--- src/rtl/sar_adc_ctrl_if.sv ---
// Handshake bundle between the SAR controller, the vdac, the comparator and
// the digital top. The master side is the controller itself; the slave side is
// everything around it (digital top request/response, vdac input, comparator).
interface sar_adc_ctrl_if #(
  parameter int BITWIDTH = 6
);
  logic                i_enable;
  logic                i_start;
  logic                i_comp;
  logic [BITWIDTH-1:0] o_dac_data;
  logic                o_dac_enable;
  logic                o_busy;
  logic [BITWIDTH-1:0] o_data;
  logic                o_valid;

  modport master (
    input  i_enable,
    input  i_start,
    input  i_comp,
    output o_dac_data,
    output o_dac_enable,
    output o_busy,
    output o_data,
    output o_valid
  );

  modport slave (
    output i_enable,
    output i_start,
    output i_comp,
    input  o_dac_data,
    input  o_dac_enable,
    input  o_busy,
    input  o_data,
    input  o_valid
  );
endinterface

--- src/rtl/sar_adc_ctrl.sv ---
// Successive-approximation controller. Drives MSB-first trial codes to the
// vdac, waits SETTLE_CYCLES+1 clocks per bit for the vdac and the comparator
// synchronizer to settle, then keeps or clears the trial bit. The resolved
// code is published on o_data with a one-cycle o_valid pulse.
module sar_adc_ctrl #(
  parameter int BITWIDTH      = 6,
  parameter int SETTLE_CYCLES = 3
) (
  input logic            i_clk,
  input logic            i_reset,
  sar_adc_ctrl_if.master bus
);

  // Counter must hold SETTLE_CYCLES itself without wrapping.
  localparam int                  CNT_W    = $clog2(SETTLE_CYCLES + 1);
  localparam logic [CNT_W-1:0]    CNT_LAST = CNT_W'(SETTLE_CYCLES);
  localparam logic [CNT_W-1:0]    CNT_ONE  = CNT_W'(1);
  localparam logic [BITWIDTH-1:0] MSB_MASK = {1'b1, {(BITWIDTH-1){1'b0}}};

  typedef enum logic [1:0] {
    IDLE   = 2'd0,
    SETTLE = 2'd1,
    DONE   = 2'd2
  } state_t;

  state_t              state;
  logic [CNT_W-1:0]    cnt_q;
  logic [BITWIDTH-1:0] mask_q;
  logic [BITWIDTH-1:0] dac_data_q;
  logic                dac_en_q;
  logic                busy_q;
  logic [BITWIDTH-1:0] data_q;
  logic                valid_q;

  logic                comp_p0;
  logic                comp_p1;
  logic                comp_s;
  logic [BITWIDTH-1:0] resolved;

  // Keep the trial bit when the comparator says vin >= vdac, else clear it.
  function automatic logic [BITWIDTH-1:0] resolve_trial(
    input logic [BITWIDTH-1:0] trial,
    input logic [BITWIDTH-1:0] mask,
    input logic                keep
  );
    return keep ? trial : (trial & ~mask);
  endfunction

  // Two-flop synchronizer for the asynchronous comparator output.
  always_ff @(posedge i_clk or posedge i_reset) begin
    if (i_reset) begin
      comp_p0 <= 1'b0;
      comp_p1 <= 1'b0;
    end else begin
      // ---- stage p0: first capture, may be metastable ----
      comp_p0 <= bus.i_comp;
      // ---- stage p1: resolved comparator decision ----
      comp_p1 <= comp_p0;
    end
  end

  assign comp_s   = comp_p1;
  assign resolved = resolve_trial(dac_data_q, mask_q, comp_s);

  // Conversion FSM; every output is registered here.
  always_ff @(posedge i_clk or posedge i_reset) begin
    if (i_reset) begin
      state      <= IDLE;
      cnt_q      <= '0;
      mask_q     <= '0;
      dac_data_q <= '0;
      dac_en_q   <= 1'b0;
      busy_q     <= 1'b0;
      data_q     <= '0;
      valid_q    <= 1'b0;
    end else begin
      valid_q <= 1'b0;
      case (state)
        IDLE: begin
          dac_en_q   <= 1'b0;
          dac_data_q <= '0;
          busy_q     <= 1'b0;
          if (bus.i_enable && bus.i_start) begin
            state      <= SETTLE;
            dac_data_q <= MSB_MASK;
            mask_q     <= MSB_MASK;
            cnt_q      <= '0;
            dac_en_q   <= 1'b1;
            busy_q     <= 1'b1;
          end
        end

        SETTLE: begin
          if (!bus.i_enable) begin
            // Abort: drop back without touching the last result.
            state      <= IDLE;
            cnt_q      <= '0;
            mask_q     <= '0;
            dac_data_q <= '0;
            dac_en_q   <= 1'b0;
            busy_q     <= 1'b0;
          end else if (cnt_q != CNT_LAST) begin
            cnt_q <= cnt_q + CNT_ONE;
          end else if (mask_q[0]) begin
            // LSB decided: publish the result and hold it on the vdac.
            state      <= DONE;
            dac_data_q <= resolved;
            data_q     <= resolved;
            valid_q    <= 1'b1;
          end else begin
            // Decide this bit and apply the next-lower trial bit.
            dac_data_q <= resolved | (mask_q >> 1);
            mask_q     <= mask_q >> 1;
            cnt_q      <= '0;
          end
        end

        DONE: begin
          state      <= IDLE;
          cnt_q      <= '0;
          mask_q     <= '0;
          dac_data_q <= '0;
          dac_en_q   <= 1'b0;
          busy_q     <= 1'b0;
        end

        default: begin
          state      <= IDLE;
          cnt_q      <= '0;
          mask_q     <= '0;
          dac_data_q <= '0;
          dac_en_q   <= 1'b0;
          busy_q     <= 1'b0;
        end
      endcase
    end
  end

  assign bus.o_dac_data   = dac_data_q;
  assign bus.o_dac_enable = dac_en_q;
  assign bus.o_busy       = busy_q;
  assign bus.o_data       = data_q;
  assign bus.o_valid      = valid_q;

endmodule

--- src/flat_wrapper.sv ---
// flat-port wrapper written by rule: the top's interface ports become plain ports
module sar_adc_ctrl_flat 
#(
  parameter int BITWIDTH      = 6,
  parameter int SETTLE_CYCLES = 3
)
  (i_clk, i_reset, bus_i_enable, bus_i_start, bus_i_comp, bus_o_dac_data, bus_o_dac_enable, bus_o_busy, bus_o_data, bus_o_valid);
  sar_adc_ctrl_if #(.BITWIDTH(BITWIDTH)) bus_i ();
  input logic i_clk;
  input logic i_reset;
  input wire logic [$bits(bus_i.i_enable)-1:0] bus_i_enable;
  input wire logic [$bits(bus_i.i_start)-1:0] bus_i_start;
  input wire logic [$bits(bus_i.i_comp)-1:0] bus_i_comp;
  output wire logic [$bits(bus_i.o_dac_data)-1:0] bus_o_dac_data;
  output wire logic [$bits(bus_i.o_dac_enable)-1:0] bus_o_dac_enable;
  output wire logic [$bits(bus_i.o_busy)-1:0] bus_o_busy;
  output wire logic [$bits(bus_i.o_data)-1:0] bus_o_data;
  output wire logic [$bits(bus_i.o_valid)-1:0] bus_o_valid;
  assign bus_i.i_enable = bus_i_enable;
  assign bus_i.i_start = bus_i_start;
  assign bus_i.i_comp = bus_i_comp;
  assign bus_o_dac_data = bus_i.o_dac_data;
  assign bus_o_dac_enable = bus_i.o_dac_enable;
  assign bus_o_busy = bus_i.o_busy;
  assign bus_o_data = bus_i.o_data;
  assign bus_o_valid = bus_i.o_valid;
  sar_adc_ctrl #(.BITWIDTH(BITWIDTH), .SETTLE_CYCLES(SETTLE_CYCLES)) u_core (.i_clk(i_clk), .i_reset(i_reset), .bus(bus_i));
endmodule
--- config.mk ---
export PLATFORM = sky130hd
export DESIGN_NAME = sar_adc_ctrl_flat
export DESIGN_NICKNAME = d
export VERILOG_FILES = /design/src/rtl/sar_adc_ctrl_if.sv /design/src/rtl/sar_adc_ctrl.sv /design/src/flat_wrapper.sv
export SDC_FILE = /design/constraint.sdc
export NUM_CORES = 1
export LEC_CHECK = 0
export CAP_MARGIN = 5
export CORE_MARGIN = 10
export CORE_UTILIZATION = 54
export CTS_CLUSTER_SIZE = 14
export DETAILED_ROUTE_END_ITERATION = 6
export PLACE_DENSITY = 0.8
export RECOVER_POWER = 100
export REMOVE_ABC_BUFFERS = 1
export SYNTH_ARGS = -nofsm -noshare
export SYNTH_HDL_FRONTEND = slang
export SYNTH_SLANG_ARGS = --single-unit
--- constraint.sdc ---
create_clock -name i_clk -period 2.1 [get_ports i_clk]
set_clock_uncertainty 0.05 [all_clocks]
set_input_delay 0.63 -clock i_clk [delete_from_list [all_inputs] [get_ports i_clk]]
set_output_delay 0.63 -clock i_clk [all_outputs]
set_load 0.005 [all_outputs]
# Yosys cells after proc, flatten, opt, wreduce, memory -nomap -nowiden
# Cells that the tools add are included.
# classes
n_addsub	1
eq_ne	8
n_mux	28
n_bitwise	4
n_reduce_logical	7
# op_table
cell	count
6-bit 2-to-1 mux	9
6-bit case mux with 2 select lines	2
2-bit 2-to-1 mux	8
2-bit case mux with 2 select lines	2
6-bit bitwise AND	1
1-bit 2-to-1 mux	6
3-bit inequality test (second input constant)	2
6-bit NOT	1
6-bit by 5-bit OR with 6-bit output	1
3-bit AND reduction	2
2-bit inequality test (second input constant)	2
4-bit inequality test (second input constant)	1
2-bit AND reduction	2
4-bit AND reduction	1
3-bit by 2-bit inequality test with 1-bit output (second input constant)	1
2-bit by 1-bit adder with 2-bit output (second input constant)	1
2-bit by 1-bit equality test with 1-bit output (second input constant)	1
2-bit logical NOT	1
2-bit by 1-bit inequality test with 1-bit output (second input constant)	1
1-bit case mux with 2 select lines	1
1-bit logical AND	1
1-bit NOT	1
# totals
reg_bits	26
word_cells	58

# Logic depth before layout (Yosys ltp)
# Gate-level depths: netlist of the first run.
# logic_depth
depth_word	8
mapped_depth	5
depth_no_buf	4

# Worst setup path after synthesis of the first run
# Ideal clock, no wire load.
# synth_timing
kind	flip-flop to flip-flop
start	register u_core.cnt_q[0]
end	register u_core.data_q[0], in the netlist u_core.bus.o_data[0]
arrival_time_ns	1.241
required_time_ns	1.974
path_slack_ns	0.733
stages_incl_launch_ff	6
n_path_buf	1
period_less_slack_ns	1.367
cell_sequence	dfrtp_1 ha_1 nand2_1 or2_0 clkbuf_2 o21ai_1
# synth_between
elab_chain_cells	3
# synth_lines
element	line	text
start, declared	sar_adc_ctrl.sv:27	logic [CNT_W-1:0] cnt_q;
start signal, assigned	sar_adc_ctrl.sv:103	cnt_q <= cnt_q + CNT_ONE;
2-bit inequality test	sar_adc_ctrl.sv:102	end else if (cnt_q != CNT_LAST) begin
1-bit NOT (no line)	n/a	
4-bit AND reduction (no line)	n/a	
end signal, assigned	sar_adc_ctrl.sv:108	data_q <= resolved;
end, declared	sar_adc_ctrl.sv:32	logic [BITWIDTH-1:0] data_q;
# No other way between the ends.
# A chain may end at the register's enable or synchronous reset.

# Final worst setup path of the first run
# layout_timing
start	register u_core.dac_data_q[5], in the netlist u_core.bus.o_dac_data[5]
end	output bus_o_dac_data[5]
# layout_rtl
element	line	text
start, declared	sar_adc_ctrl.sv:29	logic [BITWIDTH-1:0] dac_data_q;
start signal, assigned	sar_adc_ctrl.sv:107	dac_data_q <= resolved;
start signal, assigned	sar_adc_ctrl.sv:112	dac_data_q <= resolved | (mask_q >> 1);
end, declared	flat_wrapper.sv:14	output wire logic [$bits(bus_i.o_dac_data)-1:0] bus_o_dac_data;
# No word-level cell between the ends.

==> results.yml, run 1 <==
status:
  status: "finished, final reports clean"
route:
  avgViaCountPerCell: 5.40
  drt-pass1-iter-count: 4
  post_drt_wl_per_cell_um: 14.6
  vias: 816
  drt-initial-drc-count: 18
  drt-total-wl_um: 2210
  drc: 0
  ant_nets: 0
grt:
  grt_pass1_vias: 843
  grt_max_degree: 27
  grt_pass1_wl_um: 3830
  antenna_found_initial: 0
  grt_overflow: 0
  grt_usage: 0.112
min_path:
  hold_path_class: "reg -> reg"
  hold_depth: 0
floorplan:
  start_util: 0.562
  die-area_um2: 4190
  placementRows: 16
  boundaryPins: 20
  die_y_um: 64.7
  dieWidth_um: 64.7
  core-area_um2: 1920
power:
  p_int_uw: 736
  powerDensity_nw_per_um2: 697
  switching_share: 0.212
  clockPowerShare: 0.362
  power_leakage_uw: 0.000634
  seqPwrFrac: 0.567
  pwr-share-comb: 0.071
  peakVddDrop_v: 0.000534
  switching_power_uw: 198
yosys:
  synth_area_leaders: "dfrtp_1 (60%), o21ai_0 (7.4%), a21oi_1 (3.7%)"
  synth_cells: 101
  synth_top_family_by_area: "compound AO/OA/AOI/OAI gates"
  synthMuxAreaShare: 0
  netlist-cell-type-count: 27
  synth-simple-area-share: 0.108
  syn_area_um2: 1080
  syn_avg_cell_area_um2: 10.7
  synth-seq-cells: 26
  yosysSeqAreaShare: 0.603
  synth_compound_area_frac: 0.232
  yosysTopAreaCellShare: 0.603
  yosysWarnings: 0
  synth_top_area_cell: "dfrtp_1"
  synth_adder_area_share: 0.0116
  synthXorXnorAreaFrac: 0
final_layout:
  syn2layout_area_growth_pct: 24.1
  nets: 131
  n_fill_cell: 168
  drive_above_1_share: 0.0565
  antenna_cells: 0
  fin_util: 0.697
critical_path:
  end_kind: "output pin"
  cpMaxStageDelayCell: "dlygate4sd3_1"
  critPathKind: "reg -> out"
  reg2reg_depth: 4
  startpoint_type: "flip-flop"
  cp_slowest_stage_delay_ns: 0.59
  crit_fanout: 3
  path_cells: "dlygate4sd3_1"
  cp.depth: 1
  cp.required_ns: 1.42
  arrival_ns: 1.32
  crit_buf_inv: 1
  cp_top_family: "buffers and inverters"
cts:
  cts_buffer_depth: 2
  cts.repair.resized: 0
  cts_buffers: 3
  post_cts_buffers: 0
  clock_latency_ns: 0.32
  htreeDepth: 1
  cts.sinks: 26
  cts_tree: "yes"
  postCtsHoldBufs: 0
  root_buffer: "clkbuf_4"
  clkTransAtPathRegs_ns: 0.14
sta:
  finalSetupViolCount: 0
  slew_viol_final: 0
  fin_setup_tns_ns: 0
  relSlewSlack: 0.581
  timing.fmax_ghz: 0.500
  worst_pin_slew_ns: 0.628
  hold_viol: 0
  rsz0062_at_grt: "no"
  fin_crit_ns: 2.00
  min_period_over_period: 0.953
placed_design:
  dp_hpwl_um: 1630
  place.gp.congestion: 0.837
  port_buffers: 19
flow_run:
  drv_cap: 0
worst paths after layout:
check,slack (ns),startpoint,end
setup reg to reg,0.40,u_core.cnt_q[0]$_DFFE_PP0P_,u_core.bus.o_data[1]$_DFFE_PP0P_
setup / recovery,0.1,u_core.bus.o_dac_data[5]$_DFFE_PP0P_,bus_o_dac_data[5]
min in group asynchronous,0.84,i_reset,u_core.cnt_q[0]$_DFFE_PP0P_
hold reg to reg,0.32,u_core.comp_p0$_DFF_PP0_,u_core.comp_p1$_DFF_PP0_
max in group asynchronous,0.75,i_reset,u_core.bus.o_data[4]$_DFFE_PP0P_
hold / removal,0.32,u_core.comp_p0$_DFF_PP0_,u_core.comp_p1$_DFF_PP0_
power groups by stage:
stage | registers, uW | logic [uW] | clock network (uW)
2_1_floorplan | 536 | 42.0 | 0
3_3_place_gp | 539 | 71.9 | 0
3_5_place_dp | 539 | 72.9 | 0
4_1_cts | 530 | 74.4 | 341
5_1_grt | 532 | 76.1 | 362
6_report | 529 | 66.6 | 338
synthesized netlist by cell type:
| cell | instances |
|---|---|
| dfrtp_1 | 26 |
| o21ai_0 | 16 |
| inv_1 | 9 |
| a21oi_1 | 8 |
| nand2_1 | 8 |
| o21ai_1 | 6 |
| a22o_1 | 4 |
| nor2_1 | 4 |
| a31oi_1 | 2 |
| a211o_1 | 1 |
| a21o_1 | 1 |
| a2bb2oi_1 | 1 |
| a32o_1 | 1 |
| and2b_1 | 1 |
| buf_4 | 1 |
| clkbuf_1 | 1 |
| clkbuf_2 | 1 |
| ha_1 | 1 |
| nand2b_1 | 1 |
| nand3b_1 | 1 |
| nand3b_4 | 1 |
| nor2b_1 | 1 |
| nor3_1 | 1 |
| nor3b_2 | 1 |
| o21ai_2 | 1 |
| o2bb2ai_1 | 1 |
| or2_0 | 1 |
metrics by stage:
stage	setup WS, ns	hold slack (ns)	area, um^2	power, uW	std cells
2_1_floorplan	0.694	0.281	1060	578	98
3_3_place_gp	0.0898	0.285	1310	611	147
3_5_place_dp	0.0346	0.286	1310	612	147
4_1_cts	0.139	0.318	1360	946	151
5_1_grt	0.0438	0.328	1340	970	151
6_report	0.0985	0.318	1340	934	151
per-layer routing:
metal	global-route usage	vias up	wire, um
met1	0.132	397	1060
met2	0.183	18	1020
met4	0.0508	0	31
met5	0	-	0
li1	-	397	-
met3	0.0309	4	100
flip-flops by register name, indices dropped and copies added (netlist names):
name	flops
u_core.bus.o_dac_enable	1
u_core.bus.o_valid	1
u_core.bus.o_dac_data	6
u_core.cnt_q	2
u_core.mask_q	6
u_core.state	2
u_core.comp_p0	1
u_core.comp_p1	1
u_core.bus.o_data	6
cell type report:
| type | count | area [um^2] | area share |
|---|---|---|---|
| sequential | 26 | 651 | 0.486 |
| multi-input combinational | 63 | 363 | 0.271 |
| timing repair buffer | 22 | 206 | 0.154 |
| inverter | 9 | 33.8 | 0.0252 |
| tap | 27 | 33.8 | 0.0252 |
| clock inverter | 1 | 30.0 | 0.0224 |
| clock buffer | 3 | 22.5 | 0.0168 |
worst register-to-register path: stages, from the launching register on:
cell and delay, ns:
dfrtp_1 0.40, ha_1 0.31, nand2_1 0.26, or2_0 0.38, o21ai_0 0.23
cells in the final DEF (no fill, tap or decap), types with 2 or more instances in the layout:
master	Yosys	layout
clkbuf_4	0	3
nor2_1	4	4
nand3b_1	1	2
dfrtp_1	26	26
a21oi_1	8	8
nand2_1	8	8
clkdlybuf4s50_1	0	3
a31oi_1	2	2
a22o_1	4	4
o21ai_0	16	22
inv_1	9	9
dlygate4sd3_1	0	16
kinds of logic (layout without fill, tap and decap cells):
logic type               count (synthesis)  after routing
adder cells (fa/ha/maj)                  1              1
AO/OA/AOI/OAI                           42             42
buffers and inverters                   12             35
flip-flops                              26             26
AND/OR/NAND/NOR                         20             20
Note: power is estimated with default switching activity, not from simulation.
==> run 2: changes to the inputs <==
--- a/config.mk
+++ b/config.mk
@@ -7,10 +7,11 @@
 export LEC_CHECK = 0
 export CAP_MARGIN = 5
 export CORE_MARGIN = 10
-export CORE_UTILIZATION = 54
+export CORE_UTILIZATION = 55
 export CTS_CLUSTER_SIZE = 14
 export DETAILED_ROUTE_END_ITERATION = 6
-export PLACE_DENSITY = 0.8
+export DONT_BUFFER_PORTS = 1
+export PLACE_DENSITY = 0.68
 export RECOVER_POWER = 100
 export REMOVE_ABC_BUFFERS = 1
 export SYNTH_ARGS = -nofsm -noshare
==> run 2 against run 1 <==
  * Hold slack got worse by 0.048 ns
  * Register-to-register slack got worse by 0.05 ns
  * Clock power fell by 1%
  * Flip-flop and latch count did not move
  * Via count fell by 10%
  * Critical path type is now reg -> reg
  * Critical endpoint is now u_core.mask_q[3]$_DFFE_PP0P_
==> results.yml, run 2 (synthesis results as in run 1) <==
cts:
  cts_tree: "yes"
  cts_buffer_depth: 2
  cts.repair.resized: 0
  htreeDepth: 1
  cts_buffers: 3
  root_buffer: "clkbuf_4"
  cts.sinks: 26
  clock_latency_ns: 0.32
  clkTransAtPathRegs_ns: 0.14
  postCtsHoldBufs: 0
  post_cts_buffers: 0
sta:
  slew_viol_final: 0
  worst_pin_slew_ns: 1.30
  finalSetupViolCount: 0
  fin_setup_tns_ns: 0
  rsz0062_at_grt: "no"
  timing.fmax_ghz: 0.571
  min_period_over_period: 0.833
  relSlewSlack: 0.132
  hold_viol: 0
  fin_crit_ns: 1.75
floorplan:
  dieWidth_um: 64.3
  start_util: 0.599
  boundaryPins: 20
  core-area_um2: 1800
  die_y_um: 64.3
  die-area_um2: 4140
  placementRows: 15
critical_path:
  crit_fanout: 8
  reg2reg_depth: 4
  timing.rr.start: "u_core.cnt_q[0]$_DFFE_PP0P_"
  startpoint_type: "flip-flop"
  cpMaxStageDelayCell: "o21ai_0"
  cp_top_family: "compound AO/OA/AOI/OAI gates"
  critPathLaunch: "u_core.cnt_q[0]$_DFFE_PP0P_"
  critPathKind: "reg -> reg"
  r2r_setup_slack_ns: 0.35
  cp.required_ns: 2.32
  arrival_ns: 1.97
  path_cells: "ha_1 > and2b_1 > o21ai_0 > a22o_1"
  end_kind: "flip-flop"
  crit_buf_inv: 0
  cp_slowest_stage_delay_ns: 0.47
  r2r_end: "u_core.mask_q[3]$_DFFE_PP0P_"
placed_design:
  dp_hpwl_um: 1500
  port_buffers: 0
  place.gp.congestion: 0.742
  place_inst: 124
status:
  status: "finished, final reports clean"
power:
  peakVddDrop_v: 0.000415
  totalPowerFinal_uw: 914
  power_leakage_uw: 0.000534
  powerDensity_nw_per_um2: 797
route:
  drt-pass1-iter-count: 4
  ant_nets: 0
  drc: 0
  vias: 731
  drt-total-wl_um: 2050
  avgViaCountPerCell: 5.71
  post_drt_wl_per_cell_um: 16.0
  drt-initial-drc-count: 39
min_path:
  hold_path_class: "in -> reg"
  hold_depth: 0
  min-delay-start: "bus_i_comp"
  min_to: "u_core.comp_p0$_DFF_PP0_"
final_layout:
  mostFrequentLayoutCells: "dfrtp_1 (26), o21ai_0 (23), inv_1 (9)"
  n_fill_cell: 163
  fin_cells: 128
  nets: 110
  seq_area_um2: 651
  multi_input_area_um2: 375
  antenna_cells: 0
  final_common_cell: "dfrtp_1"
  drive_above_1_share: 0.0583
  syn2layout_area_growth_pct: 6.26
flow_run:
  drv_cap: 0
grt:
  grt_pass1_vias: 781
  grt_pass1_wl_um: 3820
  antenna_found_initial: 0
  grt_max_degree: 27
  grt_usage: 0.115
  grt_overflow: 0
## run 2: metrics by stage
step	util	worst slack, ns	cell area, um^2	hold WS [ns]
global route	0.637	0.203	1150	0.240
global placement	0.612	0.577	1100	0.283
CTS	0.641	0.464	1150	0.174
finish	0.637	0.350	1150	0.270
detailed placement	0.612	0.487	1100	0.290
floorplan	-	0.694	1060	0.281
## run 2: final cells by class
| cell class | instances | share of cell area |
|---|---|---|
| well taps | 25 | 0.0273 |
| multi-input cells | 63 | 0.327 |
| clock inverters | 1 | 0.0262 |
| clock buffers | 3 | 0.0196 |
| flip-flops and latches | 26 | 0.567 |
| repair buffers | 1 | 0.00327 |
| inverters | 9 | 0.0294 |
## run 2: how the worst max path moves through the flow
stage	depth (start not counted)	end	slack, ns
after floorplan	4	u_core.bus.o_data[0]$_DFFE_PP0P_	0.69
after global placement	4	u_core.bus.o_data[3]$_DFFE_PP0P_	0.58
after detailed placement	4	u_core.bus.o_data[5]$_DFFE_PP0P_	0.49
after CTS	4	u_core.bus.o_data[5]$_DFFE_PP0P_	0.46
after global routing	4	u_core.mask_q[1]$_DFFE_PP0P_	0.20
final	4	u_core.mask_q[3]$_DFFE_PP0P_	0.35
## run 2: layer usage
layer  routed length [um]  part of all wire  global-route usage  up-vias
met3                  231              0.11              0.0470        4
met4                   44             0.021              0.0642        0
li1                     -                 -                   -      356
met1                  911              0.44               0.140      345
met5                    0                 0                   0        -
met2                  866              0.42               0.166       26
## run 2: worst register-to-register path, delay by kind of cell, from the launching register on
family | cells | cell delay, ns
simple gates | 1 | 0.24
compound gates | 2 | 0.71
flops | 1 | 0.42
fa+ha+maj | 1 | 0.29
## run 2: report_power, final
group / switching [uW] / internal [uW]
Clock: 140 / 193
Combinational: 33.4 / 17.3
Sequential: 15.9 / 515
Total: 189 / 725
==> run 3: changes to the inputs <==
--- a/config.mk
+++ b/config.mk
@@ -7,11 +7,11 @@
 export LEC_CHECK = 0
 export CAP_MARGIN = 5
 export CORE_MARGIN = 10
-export CORE_UTILIZATION = 55
+export CORE_UTILIZATION = 54
 export CTS_CLUSTER_SIZE = 14
 export DETAILED_ROUTE_END_ITERATION = 6
 export DONT_BUFFER_PORTS = 1
-export PLACE_DENSITY = 0.68
+export PLACE_DENSITY = 0.7
 export RECOVER_POWER = 100
 export REMOVE_ABC_BUFFERS = 1
 export SYNTH_ARGS = -nofsm -noshare
==> constraint.sdc (replaced) <==
create_clock -name i_clk -period 1.5 [get_ports i_clk]
set_clock_uncertainty 0.05 [all_clocks]
set_input_delay 0.45 -clock i_clk [delete_from_list [all_inputs] [get_ports i_clk]]
set_output_delay 0.45 -clock i_clk [all_outputs]
set_load 0.005 [all_outputs]
==> run 3 against run 2 <==
  * Sequential share of layout area is 1.3 points lower
  * Cell count increased by 4.7%
  * Setup slack got worse by 0.30 ns
  * Critical endpoint is now u_core.mask_q[2]$_DFFE_PP0P_
  * Maximum frequency rose by 21%
  * Via count increased by 4.7%
  * Wire length is 8.5% higher
  * Clock power rose by 2%
  * Sequential power is 40% higher
==> results.yml, run 3 (synthesis results as in run 1) <==
route:
  drt-initial-drc-count: 35
  avgViaCountPerCell: 5.71
  drt-pass1-iter-count: 4
  drt-total-wl_um: 2230
  ant_nets: 0
  post_drt_wl_per_cell_um: 16.6
  drc: 0
  vias: 765
cts:
  cts_buffer_depth: 2
  cts.sinks: 26
  cts_buffers: 3
  htreeDepth: 1
  cts_tree: "yes"
  post_cts_buffers: 0
  cts.repair.resized: 0
  clkTransAtPathRegs_ns: 0.13
  postCtsHoldBufs: 0
  clock_latency_ns: 0.31
  root_buffer: "clkbuf_4"
sta:
  fin_crit_ns: 1.45
  relSlewSlack: 0.581
  slew_viol_final: 0
  fin_setup_tns_ns: 0
  hold_slack_ns: 0.102
  hold_viol: 0
  finalSetupViolCount: 0
  worst_pin_slew_ns: 0.629
  min_period_over_period: 0.965
  timing.fmax_ghz: 0.691
  setup_ws_ns: 0.0528
critical_path:
  crit_end: "u_core.mask_q[2]$_DFFE_PP0P_"
  arrival_ns: 1.66
  cpMaxStageDelayCell: "dfrtp_1"
  r2r_end: "u_core.mask_q[2]$_DFFE_PP0P_"
  critPathLaunch: "u_core.cnt_q[0]$_DFFE_PP0P_"
  timing.rr.start: "u_core.cnt_q[0]$_DFFE_PP0P_"
  cp_top_family: "flip-flops"
  path_cells: "ha_1 > and2b_2 > o21ai_4 > a22o_1"
  r2r_setup_slack_ns: 0.05
  cp_slowest_stage_delay_ns: 0.43
  startpoint_type: "flip-flop"
  crit_buf_inv: 0
  reg2reg_depth: 4
  cp.required_ns: 1.71
  cp.depth: 4
  end_kind: "flip-flop"
  crit_fanout: 5
  critPathKind: "reg -> reg"
floorplan:
  start_util: 0.562
  die-area_um2: 4190
  core-area_um2: 1920
  placementRows: 16
  dieWidth_um: 64.7
  die_y_um: 64.7
  boundaryPins: 20
final_layout:
  nets: 114
  antenna_cells: 0
  drive_above_1_share: 0.112
  fin_util: 0.611
  mostFrequentLayoutCells: "dfrtp_1 (26), o21ai_0 (16), inv_1 (9)"
  syn2layout_area_growth_pct: 8.69
  postLayoutCellArea_um2: 1170
  final_common_cell: "dfrtp_1"
placed_design:
  dp_hpwl_um: 1690
  placed_cell_area_um2: 1130
  port_buffers: 0
  place_ws_ns: 0.0764
  place.gp.congestion: 0.771
grt:
  grt_max_degree: 27
  grt_pass1_wl_um: 3620
  grt_overflow: 0
  antenna_found_initial: 0
  grt_pass1_vias: 770
  grt_usage: 0.106
status:
  status: "finished, final reports clean"
min_path:
  hold_path_class: "in -> reg"
  hold_depth: 0
power:
  peakVddDrop_v: 0.000556
  power_leakage_uw: 0.000544
  powerDensity_nw_per_um2: 992
flow_run:
  drv_cap: 0
==> run 3: layout make-up <==
cell class                 count  area (um^2)
fill                         188          748
sequential                    26          651
inverter                       9         33.8
clock buffer                   4         36.3
tap                           27         33.8
multi-input combinational     63          388
timing repair buffer           5         31.3
==> run 3: stage by stage <==
step           total power [uW]  instances
2_1_floorplan               809         98
6_report                   1160        134
4_1_cts                    1180        134
5_1_grt                    1230        134
3_3_place_gp                832        130
3_5_place_dp                836        130
==> run 3: worst min path at each step <==
stage	slack, ns	startpoint	to
floorplan	0.28	u_core.comp_p0$_DFF_PP0_	u_core.comp_p1$_DFF_PP0_
global placement	0.29	u_core.comp_p0$_DFF_PP0_	u_core.comp_p1$_DFF_PP0_
detailed placement	0.29	u_core.comp_p0$_DFF_PP0_	u_core.comp_p1$_DFF_PP0_
CTS	0.003	i_reset	u_core.bus.o_valid$_DFF_PP0_
global route	0.07	bus_i_comp	u_core.comp_p0$_DFF_PP0_
finish	0.10	bus_i_comp	u_core.comp_p0$_DFF_PP0_
==> run 3: metal layers <==
metal  vias up  track usage  share of wire
met4         0       0.0321          0.013
li1        366            -              -
met1       371        0.129           0.43
met3         4       0.0430          0.092
met5         -            0              0
met2        24        0.169           0.46
==> run 3: worst register-to-register path, delay by kind of cell, from the launching register on <==
family / cells / cell delay [ns]
AOI/OAI and AO/OA: 2 / 0.39
and+or+nand+nor: 1 / 0.26
adders and majority gates: 1 / 0.25
DFF: 1 / 0.43
==> run 3: power breakdown <==
part | internal, uW | switching, uW
Clock | 148 | 192
Combinational | 29.6 | 51.3
Sequential | 720 | 23.2
